[src/rtl/breakout_pkg.sv]
// Shared constants and types for the block store sequencer.
// Contents:
//   DEF_NUM_ROWS - default row count of the attached rotating row store
//   NUM_COLS     - bits per row (store line width)
//   ROW_W        - width of a row index
//   COL_W        - width of a column index
//   ctrl_state_t - sequencer FSM state
//   grant_t      - which requester owns the current transaction
package breakout_pkg;
    localparam int DEF_NUM_ROWS = 16;
    localparam int NUM_COLS     = 13;
    localparam int ROW_W        = $clog2(DEF_NUM_ROWS);
    localparam int COL_W        = 4;

    typedef enum logic [1:0] {
        ST_IDLE = 2'd0,
        ST_SEEK = 2'd1,
        ST_ACK  = 2'd2
    } ctrl_state_t;

    typedef enum logic {
        GRANT_RD  = 1'b0,
        GRANT_HIT = 1'b1
    } grant_t;
endpackage

[src/rtl/rr_arb2.sv]
// Two-input alternating arbiter between the renderer and collision logic.
// Ports:
//   clk, nRst       - clock, asynchronous active-low reset
//   en              - grant enable; last_grant only advances when enabled
//   req_rd, req_hit - pending requests
//   valid           - at least one request pending
//   grant           - chosen requester (meaningful when valid)
// On a tie the renderer wins unless it also won the previous grant, so a
// collision request waits for at most one render transaction.
module rr_arb2
    import breakout_pkg::*;
(
    input  logic   clk,
    input  logic   nRst,
    input  logic   en,
    input  logic   req_rd,
    input  logic   req_hit,
    output logic   valid,
    output grant_t grant
);
    grant_t last_grant;

    always_comb begin
        valid = req_rd | req_hit;
        grant = GRANT_RD;
        if (req_rd && req_hit) begin
            grant = (last_grant == GRANT_RD) ? GRANT_HIT : GRANT_RD;
        end else if (req_hit) begin
            grant = GRANT_HIT;
        end
    end

    // Resets to "hit" so the renderer wins the first tie.
    always_ff @(posedge clk or negedge nRst) begin
        if (!nRst) begin
            last_grant <= GRANT_HIT;
        end else if (en && valid) begin
            last_grant <= grant;
        end
    end
endmodule

[src/rtl/block_ctrl.sv]
// Sequencer and arbiter for the rotating block row store.
// Tracks the row at the store output (head), rotates the store to a target
// row, serves renderer row reads and collision read-modify-write clears, and
// counts cleared blocks (saturating at 255).
// Ports:
//   clk, nRst                   - clock, async active-low reset (shared with store)
//   line / new_line             - head row from store / replacement row to store
//   write_line / next_line      - write head row / rotate store by one row
//   rd_req, rd_row              - renderer request and row (held until rd_ack)
//   rd_ack, rd_data             - one-cycle ack, registered row contents
//   hit_req, hit_row, hit_col   - collision request (held until hit_ack)
//   hit_ack, hit_was_set        - one-cycle ack, block was present before clear
//   cleared                     - cleared block count, saturating
//   busy                        - FSM not in IDLE
//   fsm_state                   - current FSM state, for observation
// Handshake: a requester raises *_req with stable row/col and holds it until
// the one-cycle *_ack; requests are only sampled in IDLE, never during ACK.
module block_ctrl
    import breakout_pkg::*;
#(
    parameter int NUM_ROWS = DEF_NUM_ROWS
) (
    input  logic              clk,
    input  logic              nRst,
    input  logic [NUM_COLS-1:0] line,
    output logic [NUM_COLS-1:0] new_line,
    output logic              write_line,
    output logic              next_line,
    input  logic              rd_req,
    input  logic [ROW_W-1:0]  rd_row,
    output logic              rd_ack,
    output logic [NUM_COLS-1:0] rd_data,
    input  logic              hit_req,
    input  logic [ROW_W-1:0]  hit_row,
    input  logic [COL_W-1:0]  hit_col,
    output logic              hit_ack,
    output logic              hit_was_set,
    output logic [7:0]        cleared,
    output logic              busy,
    output ctrl_state_t       fsm_state
);
    ctrl_state_t         state;
    logic [ROW_W-1:0]    head;
    logic [ROW_W-1:0]    target_q;
    logic [COL_W-1:0]    col_q;
    grant_t              op_q;

    logic                arb_valid;
    grant_t              arb_grant;

    logic                at_target;
    logic                row_ok;
    logic                col_ok;
    logic [NUM_COLS-1:0] col_mask;
    logic                bit_set;

    rr_arb2 u_arb (
        .clk     (clk),
        .nRst    (nRst),
        .en      (state == ST_IDLE),
        .req_rd  (rd_req),
        .req_hit (hit_req),
        .valid   (arb_valid),
        .grant   (arb_grant)
    );

    // Strobes are driven combinationally in SEEK because the clear must use
    // the head row presented in that same cycle.
    always_comb begin
        at_target  = (head == target_q);
        row_ok     = ({1'b0, target_q} < (ROW_W + 1)'(NUM_ROWS));
        col_ok     = (col_q < COL_W'(NUM_COLS));
        col_mask   = col_ok ? (NUM_COLS'(1) << col_q) : '0;
        bit_set    = |(line & col_mask);
        next_line  = (state == ST_SEEK) && row_ok && !at_target;
        write_line = (state == ST_SEEK) && row_ok && at_target &&
                     (op_q == GRANT_HIT) && bit_set;
        new_line   = write_line ? (line & ~col_mask) : '0;
        busy       = (state != ST_IDLE);
        fsm_state  = state;
    end

    always_ff @(posedge clk or negedge nRst) begin
        if (!nRst) begin
            state       <= ST_IDLE;
            head        <= '0;
            target_q    <= '0;
            col_q       <= '0;
            op_q        <= GRANT_RD;
            rd_ack      <= 1'b0;
            rd_data     <= '0;
            hit_ack     <= 1'b0;
            hit_was_set <= 1'b0;
            cleared     <= '0;
        end else begin
            rd_ack  <= 1'b0;
            hit_ack <= 1'b0;
            case (state)
                ST_IDLE: begin
                    if (arb_valid) begin
                        op_q     <= arb_grant;
                        target_q <= (arb_grant == GRANT_HIT) ? hit_row : rd_row;
                        col_q    <= hit_col;
                        state    <= ST_SEEK;
                    end
                end
                ST_SEEK: begin
                    if (!row_ok) begin
                        // Unreachable row: acknowledge without rotating.
                        if (op_q == GRANT_RD) begin
                            rd_data <= '0;
                            rd_ack  <= 1'b1;
                        end else begin
                            hit_was_set <= 1'b0;
                            hit_ack     <= 1'b1;
                        end
                        state <= ST_ACK;
                    end else if (!at_target) begin
                        head <= (head == ROW_W'(NUM_ROWS - 1)) ? '0 : head + 1'b1;
                    end else begin
                        if (op_q == GRANT_RD) begin
                            rd_data <= line;
                            rd_ack  <= 1'b1;
                        end else begin
                            hit_was_set <= write_line;
                            if (write_line && cleared != 8'hFF) begin
                                cleared <= cleared + 8'd1;
                            end
                            hit_ack <= 1'b1;
                        end
                        state <= ST_ACK;
                    end
                end
                ST_ACK: begin
                    state <= ST_IDLE;
                end
                default: begin
                    state <= ST_IDLE;
                end
            endcase
        end
    end
endmodule

[config.mk]
export PLATFORM = sky130hd
export DESIGN_NAME = block_ctrl
export DESIGN_NICKNAME = d
export VERILOG_FILES = /design/src/rtl/breakout_pkg.sv /design/src/rtl/rr_arb2.sv /design/src/rtl/block_ctrl.sv
export SDC_FILE = /design/constraint.sdc
export NUM_CORES = 1
export LEC_CHECK = 0
export BUFFER_PORTS_ARGS = -buffer_cell sky130_fd_sc_hd__buf_2
export CORE_AREA = 3 3 82 84
export CTS_CLUSTER_SIZE = 8
export DETAILED_ROUTE_END_ITERATION = 8
export DIE_AREA = 0 0 85 87
export PLACE_DENSITY = 0.66
export SYNTH_ARGS = -nofsm -noshare
export SYNTH_HDL_FRONTEND = slang
export SYNTH_SLANG_ARGS = --single-unit
[constraint.sdc]
create_clock -name clk -period 4 [get_ports clk]
set_clock_uncertainty 0.1 [all_clocks]
set_input_delay 1 -clock clk [delete_from_list [all_inputs] [get_ports clk]]
set_output_delay 1 -clock clk [all_outputs]
set_load 0.02 [all_outputs]
# Word-level counts from Yosys, hierarchy flattened
# Index checks and enable logic that the tools add are counted.
dict set report word_totals {
  ff_bits 40
  output_inout_bits 42
}
dict set report op_classes {
  muxes 16
  order_cmp 1
  add_sub_neg 2
  shifts 1
  n_bitwise 6
  n_reduce_logical 17
  eq_ne 6
}
# cell n
set ops {}
lappend ops {{AND 13 bit} 2}
lappend ops {{two-way mux 13 bit} 2}
lappend ops {{inverter 13 bit} 1}
lappend ops {{OR reduction 13 bit} 1}
lappend ops {{<< shifter 1 x 4 -> 13 bit, first input constant} 1}
lappend ops {{two-way mux 1 bit} 9}
lappend ops {{adder 8 x 1 -> 8 bit, second input constant} 1}
lappend ops {{two-way mux 4 bit} 2}
lappend ops {{inequality test 8 bit, second input constant} 1}
lappend ops {{logical AND 1 bit} 7}
lappend ops {{AND reduction 2 bit} 3}
lappend ops {{AND reduction 3 bit} 2}
lappend ops {{adder 4 x 1 -> 4 bit, second input constant} 1}
lappend ops {{equality test 4 bit} 1}
lappend ops {{equality test 4 bit, second input constant} 1}
lappend ops {{less-than comparator 4 bit, second input constant} 1}
lappend ops {{two-way mux 2 bit} 2}
lappend ops {{inequality test 2 bit, second input constant} 2}
lappend ops {{case mux 2 bit (2 select lines)} 1}
lappend ops {{AND reduction 4 bit} 1}
lappend ops {{equality test 2 x 1 -> 1 bit, second input constant} 1}
lappend ops {{zero test 2 bit} 1}
lappend ops {{inverter 1 bit} 2}
lappend ops {{nonzero test 2 bit} 1}
lappend ops {{2 further kinds} 2}

# Depth between registers and ports, before layout
# Gate-level depths: netlist of run 1.
dict set report depth {
  ltp_word 7
  depth_mapped 9
  mapped_depth_nobuf 8
}

# Cells and area by module
# Synthesis of run 1 repeated with hierarchy kept, for this count alone.
dict set report unflattened {
  hier_cells 188
  hier_area_um2 2187.1
}
# mod cells_each area_each_um2 n_inst seq_area_each_um2
set by_module_without_submodules {}
lappend by_module_without_submodules {block_ctrl 183 2135.8 1 975.9}
lappend by_module_without_submodules {rr_arb2 5 51.3 1 26.3}

# Least setup slack after synthesis of run 1
# OpenSTA, ideal clock, no wires.
dict set report synth_path {
  kind {in2out}
  start {input line[1]}
  end {output new_line[4]}
  t_arrival_ns 2.306
  path_slack_ns 0.594
  path_buffers 1
  required_time_ns 2.900
  path_stages 6
  cell_sequence {or3b_2 > nand4b_1 > o311a_1 > o41a_4 > buf_4 > o311a_1}
}
dict set report synth_between {
  elab_chain_len 4
}
# item line
set synth_rtl {}
lappend synth_rtl {{start, declared} block_ctrl.sv:25} ;# input logic [NUM_COLS-1:0] line,
lappend synth_rtl {{AND 13 bit} block_ctrl.sv:74} ;# bit_set = |(line & col_mask);
lappend synth_rtl {{OR reduction 13 bit} block_ctrl.sv:74}
lappend synth_rtl {{logical AND 1 bit} block_ctrl.sv:77} ;# (op_q == GRANT_HIT) && bit_set;
lappend synth_rtl {{via write_line} block_ctrl.sv:27} ;# output logic write_line,
lappend synth_rtl {{two-way mux 13 bit} block_ctrl.sv:78} ;# new_line = write_line ? (line & ~col_mask) : '0;
lappend synth_rtl {{end, declared} block_ctrl.sv:26} ;# output logic [NUM_COLS-1:0] new_line,
# The timed path passes the listed nets, and every way through them passes these cells.

# Worst setup path in the final report of run 1
dict set report layout_path {
  start {input line[1]}
  end {output new_line[2]}
}
dict set report layout_between {
  elab_chain_len 4
}
# item line
set layout_rtl {}
lappend layout_rtl {{AND 13 bit} block_ctrl.sv:74}
lappend layout_rtl {{OR reduction 13 bit} block_ctrl.sv:74}
lappend layout_rtl {{logical AND 1 bit} block_ctrl.sv:77}
lappend layout_rtl {{two-way mux 13 bit} block_ctrl.sv:78}
# No other way between the ends.

==> results.toml, run 1 <==
[outcome]
status = "completed"

[pwr]
powerDensity_nw_per_um2 = 710.9
peakVddDrop_mv = 0.2529
p_leak_nw = 1.302

[routing]
post_drt_via_cell_ratio = 5.055
ant_nets = 0
drt-initial-drc-count = 80
vias = 1658
drcViolationCount = 0
drtPass1Iterations = 4
routed_wl_um = 4830
wire_per_inst_um = 14.73

[cts]
cts-htree-levels = 2
ctsResizeCount = 0
cts_tree = "yes"
cts_sinks = 40
cts_buffer_depth = 2
cts.clk_slew.worst_paths_ps = 90
numCtsBuffers = 5
clock-root-buffer = "clkbuf_8"
ctsHoldBuffers = 0
cts_setup_buffers = 0
insertion_delay_ps = 290

[sta]
hold_viol = 0
max_freq_mhz = 278.0
rsz0062_at_grt = "false"
drv_slew = 0
worst_slack_ps = 402.5
timing.hold.ws_ps = 388.0
period_needed_ps = 3597
tightest_slew_ps = 902.7
fin_setup_tns_ps = 0
fin_crit_sh_pct = 89.94
timing.slew.headroom_pct = 39.82
setup_viol = 0

[layout]
fill_cells = 597
syn_to_final_growth_pct = 23.83
n_antenna_cell = 0
final_area_um2 = 2575
drive_above_1_share_pct = 42.29
final_cell_count_no_fill = 328
nNetsFinal = 283

[synthesis]
syn_inst = 184
synth_edf_count = 0
synth-async-reset-ratio_pct = 100.0
yosysWarnings = 0
ys_seq_elements = 40
ys_seq_area_share_pct = 48.19
syn-num-nets = 215
synthesis.area_um2 = 2079
post_synth.cell_area_avg_um2 = 11.30
post-synth-top-count-cell = "dfrtp_1"
ys_top_cells_by_count = "dfrtp_1 (39), mux2_2 (19), nand2_1 (15), nor2_1 (14), a21oi_1 (8)"
ys_types = 47
synth_top_area_share_pct = 46.93
synth.largest_area_cell = "dfrtp_1"
synth_area_leaders = "dfrtp_1 (47%), mux2_2 (10%), o211a_1 (2.9%)"
synthFlopType = "dfrtp_1"

[floorplanning]
row_count = 28
die_w_um = 85
fp.coreArea_um2 = 5991
io_pins = 71
start_util_pct = 34.71
dieArea_um2 = 7395
die_h_um = 87

[placed_design]
dp_cells = 320
place_area_um2 = 2459
gp_congestion = 0.7533
io_buffers = 70
dp.final_hpwl_um = 3540
post-place-ws_ps = 416.4

[global_route]
grt.total_usage_pct = 13.54
grt_pass1_wl_um = 7914
antenna_found_initial = 0
grt_pass1_vias = 1646
grt_max_degree = 41
grt_overflow = 0

[setup_path]
cp_max_fo = 24
critPathArrivalTime_ps = 2500
crit_required_ps = 2900
cp-end-kind = "primary output"
critical_path_class = "in2out"
start_kind = "input port"

[run]
maxCapViolations = 0

[worst_hold_path]
hp-class = "reg2reg"
## power by group
group | switching [mW] | leakage, nW | internal, mW | total, mW
Sequential | 0.176 | 0.498 | 0.564 | 0.739
Combinational | 0.415 | 0.746 | 0.338 | 0.754
Clock | 0.150 | 0.0583 | 0.188 | 0.337
## final cells by class
| type | instances | area, um^2 | share of cell area (%) |
|---|---|---|---|
| Clock buffer | 5 | 68.82 | 2.672 |
| Tap cell | 75 | 93.84 | 3.644 |
| Inverter | 3 | 11.26 | 0.4373 |
| Multi-Input combinational cell | 131 | 993.5 | 38.58 |
| Sequential cell | 40 | 1002 | 38.92 |
| Clock inverter | 3 | 47.55 | 1.846 |
| Timing Repair Buffer | 71 | 357.8 | 13.90 |
## worst paths after layout
path                                      endpoint  cells after the start  slack [ps]                    start
max in group asynchronous   cleared[6]$_DFFE_PN0P_                      1        2500                     nRst
setup reg to reg            cleared[1]$_DFFE_PN0P_                      6        1530     col_q[1]$_DFFE_PN0P_
min in group asynchronous      head[2]$_DFFE_PN0P_                      1         720                     nRst
hold / removal             hit_was_set$_DFFE_PN0P_                      1         390  hit_was_set$_DFFE_PN0P_
setup / recovery                       new_line[2]                      7         400                  line[1]
hold reg to reg            hit_was_set$_DFFE_PN0P_                      1         390  hit_was_set$_DFFE_PN0P_
## cells in the final DEF (no fill, tap or decap), types with 2 or more instances in the layout
master | netlist | final
buf_2 | 4 | 70
dfrtp_1 | 39 | 39
mux2_2 | 19 | 19
nand2_1 | 15 | 15
nor2_1 | 14 | 14
a21oi_1 | 8 | 8
nand3_1 | 6 | 6
o311a_1 | 6 | 6
o211a_1 | 6 | 6
xor2_1 | 5 | 5
xnor2_1 | 5 | 5
clkbuf_8 | 0 | 5
nand2b_1 | 4 | 4
o21ai_0 | 4 | 4
mux2i_1 | 4 | 4
nand3b_1 | 3 | 3
and3_1 | 3 | 3
inv_1 | 2 | 2
nor2b_1 | 2 | 2
a31oi_1 | 2 | 2
nand4_1 | 2 | 2
ha_1 | 2 | 2
clkinv_4 | 0 | 2
## routing by layer
metal	up-vias	part of all wire, %	global-route usage (%)
met3	2	6.0	3.217
met4	0	0.79	4.748
met1	795	45	17.24
li1	804	-	-
met2	57	48	22.53
met5	-	0	0
## kinds of logic after synthesis
| kind of cell | Yosys count | synth area share [%] |
|---|---|---|
| AO/OA/AOI/OAI | 36 | 13.96 |
| multiplexers | 24 | 12.94 |
| buffers and inverters | 13 | 4.031 |
| flip-flops | 40 | 48.20 |
| XOR/XNOR | 10 | 4.212 |
| AND/OR/NAND/NOR | 59 | 15.46 |
| adder cells (fa/ha/maj) | 2 | 1.203 |
## through the flow
step                      util (%)  total power [mW]
after detailed placement     41.04             1.515
after CTS                    42.98             1.859
after floorplan                  -             1.295
final                        42.98             1.831
after global placement       41.04             1.497
after global routing         42.98             1.966
## state kept, by name (all words and copies together), names as in the netlist
signal and flops:
rd_data 13, cleared 8, col_q 4, head 4, target_q 4, fsm_state 2
hit_ack 1, hit_was_set 1, op_q 1, rd_ack 1, u_arb.last_grant 1
## worst max-delay path: stages
cell      delay [ps]
buf_2             90
or3b_2           440
nand4b_1         110
o311a_1          180
o41a_4           300
o311a_1          210
buf_2            160
Note: power is estimated with default switching activity, not from simulation.
==> run 2, diff against run 1 <==
- ABC_AREA: default -> 1
- PLACE_DENSITY: 0.66 -> 0.67
==> run 2 against run 1 <==
Cell count is 25% higher; power is 1.0% higher; non-clock buffer count is 1 lower; sequential share of layout area hardly changed; flip-flop and latch count stayed put; clock power is 19% lower; register-to-register slack better by 500 ps; synthesized cell count is 43% higher; critical endpoint is now new_line[6]; largest cell class unchanged; highest routed layer unchanged.
==> results.toml, run 2 <==
[sta]
max_freq_mhz = 293.5
drv_slew = 0
setup_viol = 0
period_needed_ps = 3407
hold_viol = 0
fin_setup_tns_ps = 0
fin_crit_sh_pct = 85.18
tightest_slew_ps = 893.8
timing.slew.headroom_pct = 40.41
rsz0062_at_grt = "false"

[floorplanning]
dieArea_um2 = 7395
fp.coreArea_um2 = 5991
row_count = 28
die_h_um = 87
start_util_pct = 34.75
io_pins = 71
die_w_um = 85

[layout]
multiInputGateArea_um2 = 949.7
seqCellArea_um2 = 1002
fill_cells = 599
mostFrequentLayoutCell = "nand2_1"
n_antenna_cell = 0
drive_above_1_share_pct = 24.78
largest_reg_flops = 13
layout_common_cells = "nand2_1 (78), buf_2 (70), dfrtp_1 (39), o21ai_0 (30), nor2_1 (28)"
utilization_pct = 43.00
reg_top3 = "rd_data x13, cleared x8"
nNetsFinal = 365
syn_to_final_growth_pct = 23.74
regMostFlops = "rd_data"

[cts]
cts-htree-levels = 2
insertion_delay_ps = 290
cts_buffer_depth = 2
ctsResizeCount = 0
ctsHoldBuffers = 0
cts_setup_buffers = 0
clock-root-buffer = "clkbuf_8"
cts_sinks = 40
numCtsBuffers = 5
cts.clk_slew.worst_paths_ps = 70
cts_tree = "yes"

[placed_design]
gp_congestion = 0.8416
io_buffers = 70
dp.final_hpwl_um = 4004

[setup_path]
crit_required_ps = 2900
crit_family = "simple AND/OR/NAND/NOR gates"
cp-end-kind = "primary output"
r2r_start = "head[2]$_DFFE_PN0P_"
crit_path_top_delay_cell = "nor2_2"
start_kind = "flip-flop"
cp_max_fo = 15
reg2reg_depth = 7
critical_path_class = "reg2out"
path_cells = "xor2_1 > nor2_1 > nand3_1 > nor2_2 > nand2_4 > nor3_1 > buf_2"
crit_buf_inv = 1
r2r_end = "cleared[4]$_DFFE_PN0P_"
critPathArrivalTime_ps = 2310
critPathMaxStageDelay_ps = 500
rrSetupSlack_ps = 2030

[run]
maxCapViolations = 0

[synthesis]
post-synth-top-count-cell = "nand2_1"
post_synth.cell_area_avg_um2 = 7.916
synthFlopType = "dfrtp_1"
ys_types = 24
synth_top_area_share_pct = 46.88
ys_seq_elements = 40
yosysWarnings = 0
ys_seq_area_share_pct = 48.14
syn-num-nets = 294
syn_inst = 263
synth-async-reset-ratio_pct = 100.0
synthesis.area_um2 = 2082
synth_edf_count = 0
synth_area_leaders = "dfrtp_1 (47%), nand2_1 (14%), o21ai_0 (7.2%)"
ys_top_cells_by_count = "nand2_1 (78), dfrtp_1 (39), o21ai_0 (30), nor2_1 (28), inv_1 (23)"
synth.largest_area_cell = "dfrtp_1"

[global_route]
grt.total_usage_pct = 14.57
grt_pass1_wl_um = 8528
grt_pass1_vias = 1844
grt_max_degree = 41
antenna_found_initial = 0
grt_overflow = 0

[routing]
routed_wl_um = 5142
top_layer = "met4"
drtPass1Iterations = 4
wire_per_inst_um = 12.54
vias = 1975
routed-wl-met3_um = 237
ant_nets = 0
drt-initial-drc-count = 95
post_drt_via_cell_ratio = 4.817
wl_met2_um = 2523
drcViolationCount = 0
wl_met1_um = 2318

[pwr]
peakVddDrop_mv = 0.2932
p_leak_nw = 1.441
powerDensity_nw_per_um2 = 717.7

[outcome]
status = "completed"

[worst_hold_path]
hold_end = "u_arb.last_grant$_DFFE_PN1P_"
hold_path_depth = 2
hp-class = "reg2reg"
worstHoldStart = "u_arb.last_grant$_DFFE_PN1P_"
[run 2: final cells by class]
cell class | count | area share (%)
tap | 75 | 3.643
sequential | 40 | 38.90
inverter | 24 | 3.497
clock buffer | 8 | 3.497
multi-input combinational | 193 | 36.86
timing repair buffer | 70 | 13.60
[run 2: worst max path at each step]
stage                     slack [ps]  cells after the start                start            to
final                            590                      7  head[2]$_DFFE_PN0P_   new_line[6]
after detailed placement         790                      8              line[4]  new_line[12]
after CTS                        610                      7  head[2]$_DFFE_PN0P_   new_line[6]
after global placement           810                      8              line[4]  new_line[12]
after floorplan                 1000                      6              line[8]   new_line[3]
after global routing             450                      7  head[2]$_DFFE_PN0P_   new_line[5]
[run 2: kinds of logic (layout without fill, tap and decap cells)]
family	after synthesis	in the layout	share of synthesized area, %
buffers and inverters	30	102	6.249
DFF	40	40	48.14
AOI/OAI and AO/OA	33	33	8.053
adders and majority gates	2	2	1.202
xor gates and xnor gates	11	11	4.627
and+or+nand+nor	147	147	31.73
[run 2: where the power goes]
group / switching [mW] / internal [mW]
Sequential: 0.135 / 0.575
Clock: 0.133 / 0.141
Combinational: 0.590 / 0.276
[run 2: metrics by stage]
stage | total power, mW | std cells | area, um^2 | worst slack, ps | hold slack (ps)
6_report | 1.849 | 410 | 2576 | 592.8 | 377.9
5_1_grt | 2.021 | 410 | 2576 | 445.8 | 415.2
4_1_cts | 1.872 | 410 | 2576 | 612.2 | 382.3
3_5_place_dp | 1.593 | 402 | 2486 | 790.4 | 362.6
3_3_place_gp | 1.570 | 402 | 2486 | 810.0 | 358.3
2_1_floorplan | 1.327 | 263 | 2082 | 997.4 | 344.0
[run 2: layer usage]
metal	up-vias	global-route usage (%)
met5	-	0
met4	0	5.612
met3	5	2.838
met2	48	24.93
met1	919	18.17
li1	1003	-
[run 2: worst reg2reg max path, stage by stage (launching register included)]
cell,delay (ps)
dfrtp_1,430
xor2_1,180
nor2_1,150
nand3_1,140
nor2_2,500
nand3_4,200
nand2_1,100
nand2_1,50
==> run 3, diff against run 2 <==
- CTS_CLUSTER_DIAMETER: default -> 50
- clock period: 4 -> 3.8 ns (I/O delays scaled with it)
==> run 3 against run 2 <==
Cell count up 0.24%; register-to-register slack worse by 190 ps; core utilization up 0.13 points; first-iteration DRC count up 18%; flip-flop and latch count unchanged; clock power up 5%; critical path type unchanged; critical endpoint is now new_line[12]; highest routed layer unchanged.
==> results.toml, run 3 (synthesized netlist as in run 2, its figures left out) <==
[outcome]
status = "completed"

[setup_path]
cp-end-kind = "primary output"
cp_max_fo = 15
startpoint = "col_q[2]$_DFFE_PN0P_"
r2r_start = "fsm_state[0]$_DFFE_PN0P_"
start_kind = "flip-flop"
rrSetupSlack_ps = 1840
crit_required_ps = 2750
critical_path_class = "reg2out"
critPathArrivalTime_ps = 2180

[pwr]
peakVddDrop_mv = 0.2826
powerDensity_nw_per_um2 = 756.4
p_leak_nw = 1.447
total_power_mw = 1.954

[sta]
rsz0062_at_grt = "false"
tightest_slew_ps = 888.9
setup_viol = 0
drv_slew = 0
timing.slew.headroom_pct = 40.74
fin_crit_sh_pct = 85.04
period_needed_ps = 3231
timing.hold.ws_ps = 370.7
max_freq_mhz = 309.5
hold_viol = 0
fin_setup_tns_ps = 0

[floorplanning]
dieArea_um2 = 7395
fp.coreArea_um2 = 5991
start_util_pct = 34.75
io_pins = 71
row_count = 28
die_h_um = 87
die_w_um = 85

[routing]
post_drt_via_cell_ratio = 4.876
drt-initial-drc-count = 112
wl_met2_um = 2582
routed_wl_um = 5310
drtPass1Iterations = 4
top_layer = "met4"
vias = 2004
ant_nets = 0
wire_per_inst_um = 12.92
drcViolationCount = 0
wl_met1_um = 2409
routed-wl-met3_um = 273

[cts]
ctsResizeCount = 0
cts_setup_buffers = 0
cts_tree = "yes"
ctsHoldBuffers = 0
cts_buffer_depth = 2
cts_sinks = 40
insertion_delay_ps = 290
cts.clk_slew.worst_paths_ps = 70
clock-root-buffer = "clkbuf_8"
cts-htree-levels = 2
numCtsBuffers = 5

[layout]
layout_common_cells = "nand2_1 (78), buf_2 (70), dfrtp_1 (39), o21ai_0 (30), nor2_1 (28)"
n_antenna_cell = 0
drive_above_1_share_pct = 25.00
largest_reg_flops = 13
nNetsFinal = 366
mostFrequentLayoutCell = "nand2_1"
utilization_pct = 43.13
regMostFlops = "rd_data"
reg_top3 = "rd_data x13, cleared x8"
syn_to_final_growth_pct = 24.10
final_cell_count_no_fill = 411

[placed_design]
dp_cells = 403
gp_congestion = 0.8426
io_buffers = 70
dp.final_hpwl_um = 4018

[worst_hold_path]
hp-class = "reg2reg"
worstHoldStart = "u_arb.last_grant$_DFFE_PN1P_"

[global_route]
grt_pass1_vias = 1861
antenna_found_initial = 0
grt_pass1_wl_um = 8611
grt_max_degree = 41
grt.total_usage_pct = 14.64
grt_overflow = 0

[run]
maxCapViolations = 0
-- run 3: final cells by class --
| cell class | count | area (um^2) |
|---|---|---|
| Clock buffer | 8 | 90.09 |
| Fill cell | 615 | 3407 |
| Inverter | 24 | 90.09 |
| Multi-Input combinational cell | 193 | 949.7 |
| Sequential cell | 40 | 1002 |
| Tap cell | 75 | 93.84 |
| Timing Repair Buffer | 71 | 357.8 |
-- run 3: metal layers --
layer | vias up | global-route usage [%]
li1 | 997 | -
met1 | 946 | 18.61
met2 | 57 | 24.72
met3 | 4 | 3.027
met4 | 0 | 5.180
met5 | - | 0
-- run 3: metrics by stage --
step | area, um^2 | setup WS [ps]
2_1_floorplan | 2082 | 897.4
3_3_place_gp | 2494 | 706.8
3_5_place_dp | 2494 | 700.5
4_1_cts | 2584 | 589.9
5_1_grt | 2584 | 401.8
6_report | 2584 | 568.5
-- run 3: report_power, final --
part / leakage, nW / switching (mW) / total (mW) / internal [mW]
logic: 0.903 / 0.629 / 0.922 / 0.293
clock network: 0.0455 / 0.140 / 0.288 / 0.148
registers: 0.498 / 0.138 / 0.744 / 0.606
total: 1.45 / 0.908 / 1.95 / 1.05
-- run 3: path summary, 6_finish.rpt --
kind	endpoint	cells past startpoint
worst max-delay path	new_line[12]	9
worst min-delay path	u_arb.last_grant$_DFFE_PN1P_	2
worst max register to register	target_q[1]$_DFFE_PN0P_	6
worst min register to register	u_arb.last_grant$_DFFE_PN1P_	2
max in group asynchronous	target_q[0]$_DFFE_PN0P_	1
min in group asynchronous	head[1]$_DFFE_PN0P_	1
-- run 3: worst max-delay path, stage by stage, from the launching register on --
cell and delay (ps):
dfrtp_1 400, inv_1 280, nor2_1 180, nand3_1 130
nand3_1 100, nor2_1 170, nand3_4 190, nand2_4 210
nor2_1 80, buf_2 160
